## src/rtl/mmio_uart_tx_if.sv

```systemverilog
// Load/store port between the core's data-memory path and the UART
// transmitter. The core drives the strobe, address and store data; the
// UART returns load data combinationally.
interface mmio_uart_tx_if;
  logic        sel;
  logic        we;
  logic [31:0] a;
  logic [31:0] wd;
  logic [31:0] rd;

  modport master (output sel, output we, output a, output wd, input rd);
  modport slave  (input sel, input we, input a, input wd, output rd);
endinterface

```

## src/rtl/mmio_uart_tx.sv

```systemverilog
// Memory-mapped 8N1 UART transmitter. Stores to TXDATA are queued in a small
// FIFO; a bit-timing FSM drains the FIFO LSB first on txd. Loads return the
// status and baud-divider registers with no wait states.
module mmio_uart_tx #(
  parameter int          DEPTH        = 4,
  parameter logic [15:0] BAUD_DIV_RST = 16'd433
) (
  input  logic               clk,
  input  logic               reset,
  mmio_uart_tx_if.slave      bus,
  output logic               txd,
  output logic               busy
);

  localparam int PW = $clog2(DEPTH);
  localparam int CW = PW + 1;

  typedef enum logic [1:0] {
    IDLE  = 2'd0,
    START = 2'd1,
    DATA  = 2'd2,
    STOP  = 2'd3
  } state_t;

  state_t        state_r, state_nxt_s;
  logic          txd_r, txd_nxt_s;
  logic          busy_r, busy_nxt_s;
  logic [15:0]   cnt_r, cnt_nxt_s;
  logic [2:0]    bit_idx_r, bit_idx_nxt_s;
  logic [7:0]    shift_r, shift_nxt_s;
  logic          pop_s;

  logic [7:0]    fifo_mem_r [DEPTH];
  logic [PW-1:0] wr_ptr_r, rd_ptr_r;
  logic [CW-1:0] count_r;
  logic          ovf_r;
  logic [15:0]   baud_div_r;

  logic          full_s, empty_s;
  logic          push_req_s, push_s, ovf_set_s, ovf_clr_s, baud_wr_s;
  logic [31:0]   rd_s;
  logic          unused_s;

  assign full_s  = (count_r == CW'(DEPTH));
  assign empty_s = (count_r == CW'(0));

  assign unused_s = &{1'b0, bus.a[31:4], bus.a[1:0], bus.wd[31:16]};

  // Decode stores into FIFO push, overflow clear and divider update.
  always_comb begin
    push_req_s = 1'b0;
    ovf_clr_s  = 1'b0;
    baud_wr_s  = 1'b0;
    if (bus.sel && bus.we) begin
      case (bus.a[3:2])
        2'b00:   push_req_s = 1'b1;
        2'b01:   ovf_clr_s  = bus.wd[3];
        2'b10:   baud_wr_s  = 1'b1;
        default: push_req_s = 1'b0;
      endcase
    end else begin
      push_req_s = 1'b0;
    end
    // A pop in the same cycle frees a slot, so a full FIFO still accepts.
    push_s    = push_req_s & (~full_s | pop_s);
    ovf_set_s = push_req_s & full_s & ~pop_s;
  end

  // Next-state and next-output logic for the bit-timing FSM.
  always_comb begin
    state_nxt_s   = state_r;
    txd_nxt_s     = txd_r;
    busy_nxt_s    = busy_r;
    cnt_nxt_s     = cnt_r;
    bit_idx_nxt_s = bit_idx_r;
    shift_nxt_s   = shift_r;
    pop_s         = 1'b0;
    case (state_r)
      IDLE: begin
        if (!empty_s) begin
          pop_s       = 1'b1;
          shift_nxt_s = fifo_mem_r[rd_ptr_r];
          txd_nxt_s   = 1'b0;
          cnt_nxt_s   = baud_div_r;
          busy_nxt_s  = 1'b1;
          state_nxt_s = START;
        end else begin
          txd_nxt_s  = 1'b1;
          busy_nxt_s = 1'b0;
        end
      end
      START: begin
        if (cnt_r != 16'd0) begin
          cnt_nxt_s = cnt_r - 16'd1;
        end else begin
          cnt_nxt_s     = baud_div_r;
          txd_nxt_s     = shift_r[0];
          bit_idx_nxt_s = 3'd0;
          state_nxt_s   = DATA;
        end
      end
      DATA: begin
        if (cnt_r != 16'd0) begin
          cnt_nxt_s = cnt_r - 16'd1;
        end else if (bit_idx_r == 3'd7) begin
          cnt_nxt_s   = baud_div_r;
          txd_nxt_s   = 1'b1;
          state_nxt_s = STOP;
        end else begin
          cnt_nxt_s     = baud_div_r;
          shift_nxt_s   = {1'b0, shift_r[7:1]};
          txd_nxt_s     = shift_r[1];
          bit_idx_nxt_s = bit_idx_r + 3'd1;
        end
      end
      STOP: begin
        if (cnt_r != 16'd0) begin
          cnt_nxt_s = cnt_r - 16'd1;
        end else if (!empty_s) begin
          // Chain straight into the next start bit without an idle cycle.
          pop_s       = 1'b1;
          shift_nxt_s = fifo_mem_r[rd_ptr_r];
          txd_nxt_s   = 1'b0;
          cnt_nxt_s   = baud_div_r;
          state_nxt_s = START;
        end else begin
          txd_nxt_s   = 1'b1;
          busy_nxt_s  = 1'b0;
          state_nxt_s = IDLE;
        end
      end
      default: begin
        txd_nxt_s   = 1'b1;
        busy_nxt_s  = 1'b0;
        state_nxt_s = IDLE;
      end
    endcase
  end

  // FSM state and serialiser registers; reset abandons any frame in flight.
  always_ff @(posedge clk) begin
    if (!reset) begin
      state_r   <= IDLE;
      txd_r     <= 1'b1;
      busy_r    <= 1'b0;
      cnt_r     <= 16'd0;
      bit_idx_r <= 3'd0;
      shift_r   <= 8'd0;
    end else begin
      state_r   <= state_nxt_s;
      txd_r     <= txd_nxt_s;
      busy_r    <= busy_nxt_s;
      cnt_r     <= cnt_nxt_s;
      bit_idx_r <= bit_idx_nxt_s;
      shift_r   <= shift_nxt_s;
    end
  end

  // FIFO pointers/occupancy, sticky overflow flag and baud divider.
  always_ff @(posedge clk) begin
    if (!reset) begin
      wr_ptr_r   <= '0;
      rd_ptr_r   <= '0;
      count_r    <= '0;
      ovf_r      <= 1'b0;
      baud_div_r <= BAUD_DIV_RST;
    end else begin
      if (push_s) wr_ptr_r <= wr_ptr_r + PW'(1);
      if (pop_s)  rd_ptr_r <= rd_ptr_r + PW'(1);
      case ({push_s, pop_s})
        2'b10:   count_r <= count_r + CW'(1);
        2'b01:   count_r <= count_r - CW'(1);
        default: count_r <= count_r;
      endcase
      // A fresh overflow outranks a simultaneous clear.
      if (ovf_set_s)      ovf_r <= 1'b1;
      else if (ovf_clr_s) ovf_r <= 1'b0;
      if (baud_wr_s) baud_div_r <= bus.wd[15:0];
    end
  end

  // FIFO storage; contents need no reset because occupancy guards reads.
  always_ff @(posedge clk) begin
    if (push_s && reset) begin
      fifo_mem_r[wr_ptr_r] <= bus.wd[7:0];
    end
  end

  // Combinational load data so a load completes in the same core cycle.
  always_comb begin
    rd_s = 32'd0;
    if (bus.sel) begin
      case (bus.a[3:2])
        2'b01:   rd_s = {28'd0, ovf_r, busy_r, empty_s, full_s};
        2'b10:   rd_s = {16'd0, baud_div_r};
        default: rd_s = 32'd0;
      endcase
    end else begin
      rd_s = 32'd0;
    end
  end

  assign bus.rd = rd_s;
  assign txd    = txd_r;
  assign busy   = busy_r;

endmodule
```

## src/flat_wrapper.sv

```systemverilog
// flat-port wrapper written by rule: the top's interface ports become plain ports
module mmio_uart_tx_flat 
#(
  parameter int          DEPTH        = 4,
  parameter logic [15:0] BAUD_DIV_RST = 16'd433
)
  (clk, reset, txd, busy, bus_sel, bus_we, bus_a, bus_wd, bus_rd);
  mmio_uart_tx_if bus_i ();
  input  logic clk;
  input  logic reset;
  output logic txd;
  output logic busy;
  input wire logic [$bits(bus_i.sel)-1:0] bus_sel;
  input wire logic [$bits(bus_i.we)-1:0] bus_we;
  input wire logic [$bits(bus_i.a)-1:0] bus_a;
  input wire logic [$bits(bus_i.wd)-1:0] bus_wd;
  output wire logic [$bits(bus_i.rd)-1:0] bus_rd;
  assign bus_i.sel = bus_sel;
  assign bus_i.we = bus_we;
  assign bus_i.a = bus_a;
  assign bus_i.wd = bus_wd;
  assign bus_rd = bus_i.rd;
  mmio_uart_tx #(.DEPTH(DEPTH), .BAUD_DIV_RST(BAUD_DIV_RST)) u_core (.clk(clk), .reset(reset), .bus(bus_i), .txd(txd), .busy(busy));
endmodule
```

## config.mk

```make
export PLATFORM = sky130hd
export DESIGN_NAME = mmio_uart_tx_flat
export DESIGN_NICKNAME = d
export VERILOG_FILES = /design/src/rtl/mmio_uart_tx_if.sv /design/src/rtl/mmio_uart_tx.sv /design/src/flat_wrapper.sv
export SDC_FILE = /design/constraint.sdc
export NUM_CORES = 1
export LEC_CHECK = 0
export CORE_MARGIN = 2
export CORE_UTILIZATION = 51
export DETAILED_ROUTE_END_ITERATION = 8
export GPL_TIMING_DRIVEN = 0
export PLACE_DENSITY = 0.86
export SETUP_SLACK_MARGIN = 0.4
export SLEW_MARGIN = 20
export SYNTH_ARGS = -nofsm -noshare
export SYNTH_HDL_FRONTEND = slang
export SYNTH_SLANG_ARGS = --single-unit
```

## constraint.sdc

```tcl
create_clock -name clk -period 3.28 [get_ports clk]
set_clock_uncertainty 0.05 [all_clocks]
set_input_delay 0.656 -clock clk [delete_from_list [all_inputs] [get_ports clk]]
set_output_delay 0.656 -clock clk [all_outputs]
set_load 0.03 [all_outputs]
```

==> results by group <==
Clock network
  – Worst-Skew Late Latency: 0.37 ns
  – # H-tree levels: 3
  – Total CTS buffers: 9
  – CTS Buffer Depth: 2
  – Sink Count: 89
  – Root Driver: clkbuf_8
  – Clk pin slew, worst setup/hold paths: 0.09 ns
  – CTS tree: built

Detailed routing
  – Routed WL: 12100 microns
  – Routed wire per std cell: 18.0 microns
  – Avg Vias per Cell: 6.11
  – Post-route DRC: 0
  – DRT iter0 DRCs: 430
  – Post-route ant nets: 0
  – DR pass1 iterations: 5
  – Routed vias: 4114

Floorplan
  – I/O pin count: 102
  – Row count: 35
  – Die Y: 101 microns
  – Initial Util: 52.2%
  – Die X-Extent: 101 microns
  – Core ar.: 9200 sq um
  – DIE AREA: 10200 sq um

Synth
  – Yosys warnings: 0
  – Post-synth EDFFs: 32
  – Ys async rst share: 0%
  – Cell count after synthesis: 489
  – Count leader, synth: nand2_1
  – Share of the synthesized area in the top cell type: about a quarter
  – Synth area leader: dfxtp_1
  – Synth Cell Area: 4800 sq um
  – Netlist cell types: 66
  – Seq/Total Area, Yosys: between 40% and 50%
  – Synth Register Bits: 89
  – Synth cell count leaders: nand2_1 (64), dfxtp_1 (57), nor2_1 (35)
  – Post-Syn Area per Cell: 9.81 sq um
  – Commonest register cell after synthesis: dfxtp_1
  – Synth top area cells: dfxtp_1 (24%), edfxtp_1 (20%), nand2_1 (5.0%)

Placement
  – RD Place Congestion: 0.902
  – Dpl ws: -0.314 ns
  – Placed Area: 5370 sq um
  – Placed Cells incl. Taps: 653
  – Port-buffer cells: 38
  – Post-DP HPWL: 8660 microns

STA
  – Setup tns final: 0 ns
  – RSZ-0062 raised after global routing: true
  – Fin. Hold Viols: 0
  – Hold_ws: 0.425 ns
  – Final setup margin: between 0.4 and 0.5 ns
  – Worst Tran Pin Value: 0.699 ns
  – Final Cycle Share: roughly 86%
  – Setup violations, final: 0
  – Fin crit period: roughly 2.8 ns
  – Max Clk Rate: 354 MHz
  – Slew HR: 53.4%
  – Slew Viols, Final: 0

Critical path
  – Crit path kind: input pin to output port
  – Req. time, crit path: between 2 and 3 ns
  – CP Max Fanout: 10
  – Critical path destination: bus_rd[13]
  – Crit path DAT: ~2.1 ns
  – Kind of start point of the critical path: input pin
  – Crit path capture type: output port
  – Reg2reg start: u_core.state_r[1]
  – RR Endpoint: u_core.count_r[2]
  – Setup slack, reg-to-reg: 0.49 ns
  – Reg2reg path depth: 9
  – Setup crit start: bus_a[2]

Finish
  – Layout cell share with drive strength beyond 1: 17.3%
  – Final #Nets: approximately 640
  – ANT cells: 0
  – Cell area after layout: between 5000 and 6000 sq um
  – Finished Core Util: between 60% and 70%
  – Area growth, synth to finish: 16.2%
  – Layout Cells excl Fill: 673

Pwr
  – P per Cell Area: roughly 800 nW/um^2
  – Worst VDD drop: 0.381 mV
  – Power Total: around 4.6 mW
  – Leak Pwr: 2.23 nW

Global routing
  – Largest net degree at the start of global routing: 19
  – Vias in the first global route: a little under 4000
  – First-pass GRT wire length: 19600 microns
  – Antenna violations before repair: 0
  – Total track usage: 24.6%
  – GR Overflow Total: 0

Status
  – Run status: completed

Flow run
  – Max_cap viols: 0

Hold path
  – Worst min-delay path class: flop to flop
## logic make-up after synthesis
| group | count (synthesis) | synth area share [%] |
|---|---|---|
| mux | 37 | 10.1 |
| fa+ha+maj | 16 | 4.33 |
| xor+xnor | 11 | 2.01 |
| flops | 89 | 43.8 |
| other cells | 1 | 0.0782 |
| compound gates | 107 | 15.3 |
| simple gates | 167 | 17.8 |
| buf+inv | 61 | 6.60 |
## per-layer routing
layer	up-vias	part of all wire, %	GRT usage [%]
li1	1886	-	-
met4	0	2.6	9.98
met5	-	0	0
met3	40	8.8	4.85
met2	243	47	37.9
met1	1945	41	34.3
## registers in the layout, indices dropped and copies added, names as in the netlist, 2 cells and up, named ones only
register and count:
u_core.wr_ptr_r 2, u_core.shift_r 8, u_core.fifo_mem_r 32, u_core.count_r 3, u_core.state_r 2, u_core.baud_div_r 16
u_core.bit_idx_r 3, u_core.rd_ptr_r 2, u_core.cnt_r 16
## where the power goes
part           total (mW)  switching [mW]  internal (mW)
Clock               0.761           0.461          0.300
Sequential           1.43           0.154           1.28
Combinational        2.40            1.40           1.00
## worst max-delay path, cell delays in order
cell and delay [ns]:
clkdlybuf4s50_1 0.49, inv_1 0.07, ha_1 0.20, buf_4 0.17, buf_4 0.16, and3_1 0.19
buf_4 0.17
## worst min path at each step
stage                       from           end  slack, ns  depth (start not counted)
finish              u_core.ovf_r  u_core.ovf_r       0.42                          2
global route        u_core.ovf_r  u_core.ovf_r       0.46                          2
CTS                 u_core.ovf_r  u_core.ovf_r       0.43                          2
detailed placement  u_core.ovf_r  u_core.ovf_r       0.42                          2
global placement    u_core.ovf_r  u_core.ovf_r       0.39                          2
floorplan           u_core.ovf_r  u_core.ovf_r       0.38                          2
## layout by cell type (no fill, tap or decap), types with 8 or more instances in the layout
cell / count
and3_1: 14
clkbuf_1: 16
xnor2_1: 10
nor2_1: 35
inv_1: 16
ha_1: 14
edfxtp_1: 32
buf_2: 15
nand3_1: 10
buf_4: 27
o311a_1: 8
clkbuf_8: 9
o21ai_0: 32
nand2_1: 64
clkdlybuf4s50_1: 22
mux4_2: 8
conb_1: 16
a21oi_1: 23
mux2i_1: 21
dfxtp_1: 55
## final cells by class
| class | count | area [sq um] |
|---|---|---|
| clock inverter | 7 | 73.8 |
| fill | 728 | 3620 |
| inverter | 16 | 60.1 |
| buffer | 45 | 277 |
| clock buffer | 9 | 124 |
| timing repair buffer | 42 | 338 |
| multi-input combinational | 354 | 2460 |
| tap | 111 | 139 |
| sequential | 89 | 2100 |
## what timing repair did
action,4_1_cts,5_1_grt
resized for setup,71,24
hold buffers,0,0
pin swaps,1,2
buffers inserted,1,3
endpoints found under the setup margin,49,49
No activity file was read; power rests on OpenSTA's default activity.
